**config.mk**
```make
export PLATFORM = sky130hd
export DESIGN_NAME = glyph_row_fetch_arbiter
export DESIGN_NICKNAME = d
export VERILOG_FILES = /design/src/rtl/glyph_row_fetch_arbiter.sv
export SDC_FILE = /design/constraint.sdc
export NUM_CORES = 1
export LEC_CHECK = 0
export ABC_AREA = 1
export BUFFER_PORTS_ARGS = -buffer_cell sky130_fd_sc_hd__buf_2
export CAP_MARGIN = 20
export CORE_ASPECT_RATIO = 0.9
export CORE_MARGIN = 2
export CORE_UTILIZATION = 46
export DETAILED_ROUTE_END_ITERATION = 16
export PLACE_DENSITY = 0.8
export SLEW_MARGIN = 25
export SYNTH_ARGS = -nofsm -noshare
export SYNTH_HDL_FRONTEND = slang
export SYNTH_SLANG_ARGS = --single-unit
```
**constraint.sdc**
```tcl
create_clock -name clk -period 1.2 [get_ports clk]
set_input_delay 0.06 -clock clk [delete_from_list [all_inputs] [get_ports clk]]
set_output_delay 0.06 -clock clk [all_outputs]
set_load 0.1 [all_outputs]
```
**src/rtl/glyph_row_fetch_arbiter.sv**
```systemverilog
// glyph_row_fetch_arbiter: two-port round-robin front end for the
// combinational glyph ROM; fetches one 8-pixel glyph row per grant.
module glyph_row_fetch_arbiter #(
  parameter int ROW_W = 8,
  parameter int ROWS  = 12
) (
  input  logic       clk,
  input  logic       reset,
  input  logic       req0,
  input  logic [4:0] c0,
  input  logic [3:0] y0,
  input  logic       req1,
  input  logic [4:0] c1,
  input  logic [3:0] y1,
  output logic       done0,
  output logic       done1,
  output logic [7:0] row_data,
  output logic       busy,
  output logic [4:0] rom_c,
  output logic [3:0] rom_y,
  output logic [2:0] rom_x,
  input  logic       rom_pixel
);

  localparam logic [1:0] S_IDLE  = 2'd0;
  localparam logic [1:0] S_FETCH = 2'd1;
  localparam logic [1:0] S_DONE  = 2'd2;

  localparam logic [2:0] X_LAST = 3'(ROW_W - 1);
  localparam logic [4:0] ROWS_L = 5'(ROWS);

  logic [1:0] state_q, state_d;
  logic       owner_q, owner_d;
  logic       last_q, last_d;
  logic [4:0] rom_c_q, rom_c_d;
  logic [3:0] rom_y_q, rom_y_d;
  logic [2:0] rom_x_q, rom_x_d;
  logic [7:0] rowbuf_q, rowbuf_d;
  logic [7:0] row_q, row_d;

  logic grant;
  logic gsel;
  logic row_ok;
  logic pix;

  // Pick a port: a lone requester wins, a tie goes to the port not served last.
  always_comb begin
    grant = req0 | req1;
    gsel  = 1'b0;
    if (req0 && req1) begin
      gsel = ~last_q;
    end else if (req1) begin
      gsel = 1'b1;
    end
  end

  // Rows past the glyph height read as blank, without changing fetch timing.
  always_comb begin
    row_ok = ({1'b0, rom_y_q} < ROWS_L);
    pix    = rom_pixel & row_ok;
  end

  // Sequencer: IDLE arbitrates, FETCH walks x=0..7, DONE publishes the row.
  always_comb begin
    state_d  = state_q;
    owner_d  = owner_q;
    last_d   = last_q;
    rom_c_d  = rom_c_q;
    rom_y_d  = rom_y_q;
    rom_x_d  = rom_x_q;
    rowbuf_d = rowbuf_q;
    row_d    = row_q;
    case (state_q)
      S_IDLE: begin
        if (grant) begin
          state_d  = S_FETCH;
          owner_d  = gsel;
          rom_c_d  = gsel ? c1 : c0;
          rom_y_d  = gsel ? y1 : y0;
          rom_x_d  = 3'd0;
          rowbuf_d = 8'd0;
        end
      end
      S_FETCH: begin
        rowbuf_d[rom_x_q] = pix;
        rom_x_d = rom_x_q + 3'd1;
        if (rom_x_q == X_LAST) begin
          state_d = S_DONE;
          rom_x_d = 3'd0;
          row_d   = rowbuf_d;
        end
      end
      S_DONE: begin
        state_d = S_IDLE;
        last_d  = owner_q;
      end
      default: begin
        state_d = S_IDLE;
      end
    endcase
  end

  // State registers with synchronous reset.
  always_ff @(posedge clk) begin
    if (reset) begin
      state_q  <= S_IDLE;
      owner_q  <= 1'b0;
      last_q   <= 1'b1;
      rom_c_q  <= 5'd0;
      rom_y_q  <= 4'd0;
      rom_x_q  <= 3'd0;
      rowbuf_q <= 8'd0;
      row_q    <= 8'd0;
    end else begin
      state_q  <= state_d;
      owner_q  <= owner_d;
      last_q   <= last_d;
      rom_c_q  <= rom_c_d;
      rom_y_q  <= rom_y_d;
      rom_x_q  <= rom_x_d;
      rowbuf_q <= rowbuf_d;
      row_q    <= row_d;
    end
  end

  // Outputs decoded straight from registered state.
  always_comb begin
    busy     = (state_q != S_IDLE);
    done0    = (state_q == S_DONE) & ~owner_q;
    done1    = (state_q == S_DONE) & owner_q;
    row_data = row_q;
    rom_c    = rom_c_q;
    rom_y    = rom_y_q;
    rom_x    = rom_x_q;
  end

endmodule

```
* Yosys cells after proc, flatten, opt, wreduce, memory -nomap -nowiden *
Index checks and enable logic that the tools add are counted.
W data, S select, Z words.

word-level totals
  flip-flop bits (word level) = 32
  input bits = 23
  output and inout port bits = 23

operators by class
  add/subtract/negate cells = 1
  order comparisons = 3
  equal/unequal tests = 5
  mux-type cells = 15
  bitwise logic cells = 6
  reduce and logical (&&, ||, !) cells = 9

operators by type and width
  kind                   count
  $pmux W8 S2            1
  $bwmux W8              1
  $mux W8                1
  $reduce_and A2 Y1      4
  $mux W3                2
  $pmux W3 S2            1
  $mux W5                1
  $lt A3 B4 Y1 const B   1
  $lt A4 B4 Y1 const B   1
  $mux W2                2
  $mux W4                1
  $ne A2 B2 Y1 const B   2
  $pmux W2 S2            1
  $reduce_bool A2 Y1     2
  $add A3 B1 Y3 const B  1
  $and A1 B1 Y1          3
  $demux W1 S3           1
  $eq A3 B3 Y1 const B   1
  $ge A3 B1 Y1 const B   1
  $mux W1                3
  $eq A2 B1 Y1 const B   1
  $eq A2 B2 Y1 const B   1
  $logic_and A1 B1 Y1    2
  $logic_not A2 Y1       1
  other kinds (2)        3

* Logic depth before layout (Yosys ltp) *
Gate-level depths: netlist of the first run.

  depth after elaboration = 6
  depth in mapped cells = 8
  mapped depth without buffers = 7

* Least setup slack after synthesis of the first run *
OpenSTA, ideal clock, no wires.

  path type = register to register
  start point = register rom_x_q[0], in the netlist rom_x[0]
  end point = register row_q[0], in the netlist row_data[0]
  setup time = 70 ps
  arrival = 1886 ps
  data required time = 1130 ps
  setup slack = -757 ps
  stages on the path, launching flop included = 8
  period minus slack after synthesis = 1957 ps
  cell sequence = dfxtp_1 > ha_1 > ha_1 > inv_2 > nor2_2 > buf_6 > o21ai_1 > a21oi_1

on the way
  word-level cells in the longest chain between the ends = 5
  elaborated cells on any way between the ends = 8
  classes of those cells = 2 x order compare; 1 x eq/ne; 3 x mux; 2 x reduce/logical

RTL lines
  what                                                                line  text
  start, declared                                                     37    logic [2:0] rom_x_q, rom_x_d;
  start signal, assigned                                              120   rom_x_q <= rom_x_d;
  $lt A3 B4 Y1 (implied by the code) or $ge A3 B1 Y1 (tied branches)  85    rowbuf_d[rom_x_q] = pix;
  $logic_and A1 B1 Y1 (implied by the code)                           85
  $mux W1 (implied by the code)                                       85
  $demux W1 S3                                                        85
  $bwmux W8                                                           85
  end signal, assigned                                                122   row_q <= row_d;
  end, declared                                                       39    logic [7:0] row_q, row_d;

Several ways; a longest one is shown, not always the timed one.
A chain may end at the register's enable or synchronous reset.

* Final worst setup path of the first run *
  start point = register state_q[1]
  end point = output busy

on the way
  word-level cells in the longest chain between the ends = 1

RTL lines
  what                    line  text
  start, declared         32    logic [1:0] state_q, state_d;
  start signal, assigned  115   state_q <= state_d;
  $reduce_bool A2 Y1      128   busy = (state_q != S_IDLE);
  end, declared           18    output logic busy,

Every way passes these cells.

==> results of run 1 <==
-- worst reg2reg max path: stages, from the launching register on --
cell,delay (ns)
dfxtp_4,0.36
ha_4,0.16
ha_4,0.16
inv_4,0.08
nor2_4,0.06
o21a_1,0.17
nand2_1,0.06
inv_1,0.04
-- cell type report --
type,count,area [µm²]
Fill cell,294,1040
Sequential cell,32,673
Inverter,25,103
Tap cell,44,55.1
Timing Repair Buffer,62,482
Multi-Input combinational cell,158,830
Clock buffer,8,121
-- logic make-up (layout without fill, tap and decap cells) --
kind of cell | count (synthesis) | in the layout | synth area share
AO/OA/AOI/OAI | 50 | 50 | 0.167
buffers and inverters | 38 | 95 | 0.118
flip-flops | 32 | 32 | 0.410
adder cells (fa/ha/maj) | 2 | 2 | 0.0160
AND/OR/NAND/NOR | 105 | 106 | 0.290
-- power by group --
group          switching [W]  internal (W)
logic               0.000511      0.000207
clock network       0.000410      0.000648
registers          0.0000335       0.00111
-- flip-flops by register name, indices dropped and copies added, names as in the netlist --
register / cells
state_q: 2
owner_q: 1
row_data: 8
rowbuf_q: 8
last_q: 1
rom_c: 5
rom_y: 4
rom_x: 3
-- per-layer routing --
layer	vias to the layer above	GRT usage	routed length (µm)
met4	0	0.101	75
met3	7	0.0475	160
met1	759	0.260	1820
li1	846	-	-
met2	32	0.290	1860
met5	-	0	0
-- path summary, 6_finish.rpt --
kind | from | to | slack [ns] | cells past startpoint
worst max-delay path | state_q[1]$_SDFFE_PP0P_ | busy | 0.01 | 4
worst min-delay path | y1[2] | rom_y[2]$_SDFFE_PP0P_ | 0.0005 | 3
worst max register to register | rom_x[0]$_SDFFE_PP0P_ | row_data[2]$_SDFFE_PP0P_ | 0.01 | 7
worst min register to register | rowbuf_q[2]$_SDFFE_PP0P_ | rowbuf_q[2]$_SDFFE_PP0P_ | 0.48 | 2
-- synth_stat cells --
cell type	count	area [µm²]
a21oi_1	28	140
buf_1	1	3.75
buf_2	6	30.0
buf_4	3	22.5
buf_6	3	33.8
dfxtp_1	32	641
ha_1	2	25.0
inv_1	18	67.6
inv_2	7	26.3
nand2_1	51	191
nand2_2	1	6.26
nand3_1	33	165
nor2_1	16	60.1
nor2_2	3	18.8
nor2_4	1	11.3
o21a_1	2	15.0
o21ai_0	2	10.0
o21ai_1	16	80.1
o21ai_2	1	8.76
o21bai_1	1	7.51
-- stage by stage --
| step | setup WS [ns] | total power [W] | TNS, ns | area [µm²] | instances |
|---|---|---|---|---|---|
| floorplan | -0.155 | 0.00167 | -1.56 | 1630 | 227 |
| global placement | -0.0328 | 0.00182 | -0.0538 | 2010 | 315 |
| detailed placement | -0.0536 | 0.00183 | -0.0905 | 2010 | 315 |
| CTS | 0.00464 | 0.00290 | 0 | 2180 | 326 |
| global route | -0.0415 | 0.00302 | -0.109 | 2260 | 329 |
| finish | 0.0149 | 0.00292 | 0 | 2260 | 329 |
-- timing repair --
action                     in CTS  in global routing
resized for setup               3                 18
gates cloned                    0                  1
setup buffers                   0                  2
hold endpoints to repair        4                  0
hold buffers                    4                  0
pin swaps                       1                  3
setup endpoints to repair       5                 18
==> key figures, run 1 <==
Worst setup path
  • Slowest stage delay, CP: 0.35 ns
  • Crit-path slowest cell: dfxtp_2
  • Critical Path Sink Type: primary output
  • Worst Path Required: 1.14 ns
  • Cell Chain, Critical Path: nor2_4, inv_4, buf_4, buf_12
  • Setup crit start kind: flip-flop
  • CP arrival: 1.13 ns
  • Family with the most delay on the worst path: flip-flops
  • Setup Crit Path Kind: reg -> out
  • Max FO, Critical Path: 4
  • Crit path buffers/inverters: 3

Floorplan
  • Ports: 46
  • Die Span Y: 59.3 µm
  • Initial core utilization: 0.473
  • Die X: 65.5 µm
  • Core Footprint: 0.00330 mm²
  • Num rows: 20
  • Die ar.: 0.00388 mm²

Drt
  • Via-per-instance ratio: 5.00
  • WL per Instance: 11.9 µm
  • Number of routed nets with antenna violations: 0
  • DR pass1 iterations: 4
  • Iter 0 DRT Violations: 82
  • Routed WL: 3.92 mm
  • Vias after detailed routing: 1644
  • Post-route DRC: 0

Synth
  • Synthesized area: 0.00156 mm²
  • Cells after Synth: 227
  • Synth Area per Inst: 6.89 µm²
  • Yosys cell types: 20
  • Syn_nets: 252
  • Synth warnings: 0
  • Yosys reg bits: 32
  • Sequential area share after synthesis: 0.410

Place
  • # port buffers: 45
  • Dpl hpwl: 2.67 mm
  • Gp weighted congestion: 0.871

STA
  • Slew Viols, Final: 0
  • Final setup vio count: 0
  • Worst hold slack: 0.000544 ns
  • Fin. Hold Viols: 0
  • Setup Skew: 0.00803 ns
  • Post-layout minimum cycle time: 1.19 ns
  • Max Clk Rate: 844 MHz
  • RSZ-0062 raised after global routing: true
  • Worst slew margin: 0.643
  • Period utilization: 0.988
  • Slew @ Worst Pin: 0.535 ns

Clock tree
  • Clock Tree Root: clkbuf_8
  • H-tree Lvls: 2
  • Clock latency on the worst-skew pair: 0.29 ns
  • Bufs on Longest Clock Path: 2
  • CTS buffer count: 5
  • Clock transition at path regs: 0.07 ns
  • CTS tree: yes
  • CTS sink count: 32

Finish
  • Most common cell after layout, fill and taps aside: nand2_1
  • Share of cells above drive strength 1: 0.386
  • Layout Utilization: 0.685
  • Area Overhead vs Synth: 44.7%
  • Nets@finish: 309
  • ANT cells: 0
  • Most frequent cells in the layout: 49 x nand2_1, 39 x buf_2, 30 x nand3_1, 25 x a21oi_1, 17 x inv_1

GRT
  • Vias in the first global route: 1296
  • GRT Total Usage: 0.194
  • Antenna violations before repair: 0
  • Pin count of the biggest net entering global routing: 21
  • Gr ovfl total: 0
  • First-pass GRT wire length: 5.71 mm

Power and ir drop
  • Pleak: 1.04 nW
  • Pwr Density: 1290 mW/mm²
  • Max IR drop VDD: 731 µV

Flow run
  • Max-Cap Viols: 0

Min path
  • Hold crit path type: in -> reg

Status
  • Outcome: completed
(Power assumes the default switching activity.)
==> run 2, diff against run 1 <==
==> constraint.sdc (replaced) <==
create_clock -name clk -period 1.2 [get_ports clk]
set_input_delay 0.18 -clock clk [delete_from_list [all_inputs] [get_ports clk]]
set_output_delay 0.18 -clock clk [all_outputs]
set_load 0.1 [all_outputs]
==> key figures, run 2 (synthesized netlist as in run 1, its figures left out) <==
Power and ir drop
  • Pleak: 1.08 nW (was 1.04 nW)
  • Max IR drop VDD: 998 µV (was 731 µV)
  • Pwr Density: 1100 mW/mm² (was 1290 mW/mm²)

Drt
  • Iter 0 DRT Violations: 102 (was 82)
  • Number of routed nets with antenna violations: 0 (unchanged)
  • Via-per-instance ratio: 5.16 (was 5.00)
  • DR pass1 iterations: 4 (unchanged)
  • WL per Instance: 13.2 µm (was 11.9 µm)
  • Vias after detailed routing: 1691 (was 1644)
  • Routed WL: 4.33 mm (was 3.92 mm)
  • Post-route DRC: 0 (unchanged)

Clock tree
  • H-tree Lvls: 2 (unchanged)
  • Bufs on Longest Clock Path: 2 (unchanged)
  • Clock Tree Root: clkbuf_8 (unchanged)
  • Clock latency on the worst-skew pair: 0.29 ns (about the same)
  • CTS sink count: 32 (unchanged)
  • Clock transition at path regs: 0.07 ns (about the same)
  • CTS buffer count: 5 (unchanged)
  • CTS tree: yes (unchanged)

Floorplan
  • Die X: 65.5 µm (unchanged)
  • Die ar.: 0.00388 mm² (unchanged)
  • Core Footprint: 0.00330 mm² (unchanged)
  • Die Span Y: 59.3 µm (unchanged)
  • Ports: 46 (unchanged)
  • Initial core utilization: 0.473 (unchanged)
  • Num rows: 20 (unchanged)

Worst setup path
  • Worst Path Required: 1.02 ns (was 1.14 ns)
  • Max FO, Critical Path: 3 (was 4)
  • Cell Chain, Critical Path: inv_4, nand3_4, clkinvlp_4, buf_12 (was nor2_4, inv_4, buf_4, buf_12)
  • Slowest stage delay, CP: 0.38 ns (was 0.35 ns)
  • Setup crit start kind: flip-flop (unchanged)
  • Critical Path Sink Type: primary output (unchanged)
  • Crit path buffers/inverters: 3 (unchanged)
  • CP arrival: 1.06 ns (was 1.13 ns)
  • Family with the most delay on the worst path: flip-flops (unchanged)
  • R2r setup slk: 0.02 ns (was 0.01 ns)
  • Crit-path slowest cell: dfxtp_4 (was dfxtp_2)
  • Setup Crit Path Kind: reg -> out (unchanged)

Finish
  • Nets@finish: 308 (was 309)
  • Most common cell after layout, fill and taps aside: nand2_1 (unchanged)
  • ANT cells: 0 (unchanged)
  • Most frequent cells in the layout: 43 x nand2_1, 31 x nand3_1, 25 x buf_12, 22 x a21oi_1, 22 x buf_2 (was 49 x nand2_1, 39 x buf_2, 30 x nand3_1, 25 x a21oi_1, 17 x inv_1)
  • Share of cells above drive strength 1: 0.444 (was 0.386)
  • Design Area, Final: 0.00252 mm² (was 0.00226 mm²)
  • Area Overhead vs Synth: 61.3% (was 44.7%)

Place
  • Dpl hpwl: 2.78 mm (was 2.67 mm)
  • # port buffers: 45 (unchanged)
  • Placed Area: 0.00229 mm² (was 0.00201 mm²)
  • Gp weighted congestion: 0.815 (was 0.871)

STA
  • Worst hold slack: 0.110 ns (was 0.000544 ns)
  • Max Clk Rate: 807 MHz (was 844 MHz)
  • Worst slew margin: 0.801 (was 0.643)
  • Setup Skew: 0.0107 ns (was 0.00803 ns)
  • RSZ-0062 raised after global routing: true (unchanged)
  • Final setup vio count: 2 (was 0)
  • Fin. Hold Viols: 0 (unchanged)
  • Slew @ Worst Pin: 0.299 ns (was 0.535 ns)
  • Period utilization: 1.03 (was 0.988)
  • Final setup margin: -0.0393 ns (was 0.0149 ns)
  • Slew Viols, Final: 0 (unchanged)
  • Post-layout minimum cycle time: 1.24 ns (was 1.19 ns)

GRT
  • First-pass GRT wire length: 6.28 mm (was 5.71 mm)
  • Pin count of the biggest net entering global routing: 21 (unchanged)
  • GRT Total Usage: 0.213 (was 0.194)
  • Gr ovfl total: 0 (unchanged)
  • Vias in the first global route: 1420 (was 1296)
  • Antenna violations before repair: 0 (unchanged)

Status
  • Outcome: complete, but fails checks (was completed)
  • Failing checks: negative setup slack

Flow run
  • Max-Cap Viols: 0 (unchanged)

Min path
  • Hold crit path type: in -> reg (unchanged)
## run 2: cell type report
class / count / area (µm²)
Fill cell: 211 / 781
Clock buffer: 5 / 68.8
Inverter: 25 / 108
Tap cell: 44 / 55.1
Sequential cell: 32 / 679
Timing Repair Buffer: 61 / 727
Clock inverter: 3 / 13.8
Multi-Input combinational cell: 158 / 871
## run 2: worst reg2reg max path: cells and delay by family, from the launching register on
family | cells | cell delay [ns]
flops | 1 | 0.38
simple gates | 4 | 0.36
buf+inv | 2 | 0.23
compound gates | 1 | 0.11
## run 2: worst paths after layout
check             cells after the start                      from                        to
hold reg to reg                       2  rowbuf_q[2]$_SDFFE_PP0P_  rowbuf_q[2]$_SDFFE_PP0P_
setup / recovery                      4   state_q[0]$_SDFFE_PP0P_                     done1
setup reg to reg                      7   state_q[1]$_SDFFE_PP0P_     rom_c[2]$_SDFFE_PP0P_
hold / removal                        2                     reset   state_q[1]$_SDFFE_PP0P_
## run 2: through the flow
step / std cells / setup slack, ns / util / setup TNS [ns] / total power [W]
after floorplan: 227 / -0.155 / - / -1.56 / 0.00167
after global routing: 328 / -0.0855 / 0.764 / -0.570 / 0.00288
after global placement: 316 / -0.0305 / 0.694 / -0.0509 / 0.00195
after CTS: 323 / -0.0610 / 0.727 / -0.104 / 0.00273
final: 328 / -0.0393 / 0.764 / -0.0748 / 0.00277
after detailed placement: 316 / -0.0455 / 0.694 / -0.0888 / 0.00197
## run 2: timing repair
action | 4_1_cts | 5_1_grt
endpoints found under the setup margin | 6 | 23
pin swaps | 2 | 2
cloned | 0 | 1
endpoints found under the hold margin | 0 | 0
setup buffers | 1 | 4
hold buffers | 0 | 0
gates resized for setup | 13 | 26
## run 2: routing by layer
layer	part of all wire	vias to the layer above	global-route usage
met4	0.015	0	0.0952
met1	0.43	775	0.254
met3	0.050	7	0.0513
met2	0.51	53	0.367
li1	-	856	-
met5	0	-	0
## run 2: where the power goes
| group | switching [W] | total (W) | internal [W] |
|---|---|---|---|
| clock | 0.000386 | 0.000778 | 0.000393 |
| combinational | 0.000530 | 0.000831 | 0.000301 |
| sequential | 0.0000530 | 0.00116 | 0.00111 |
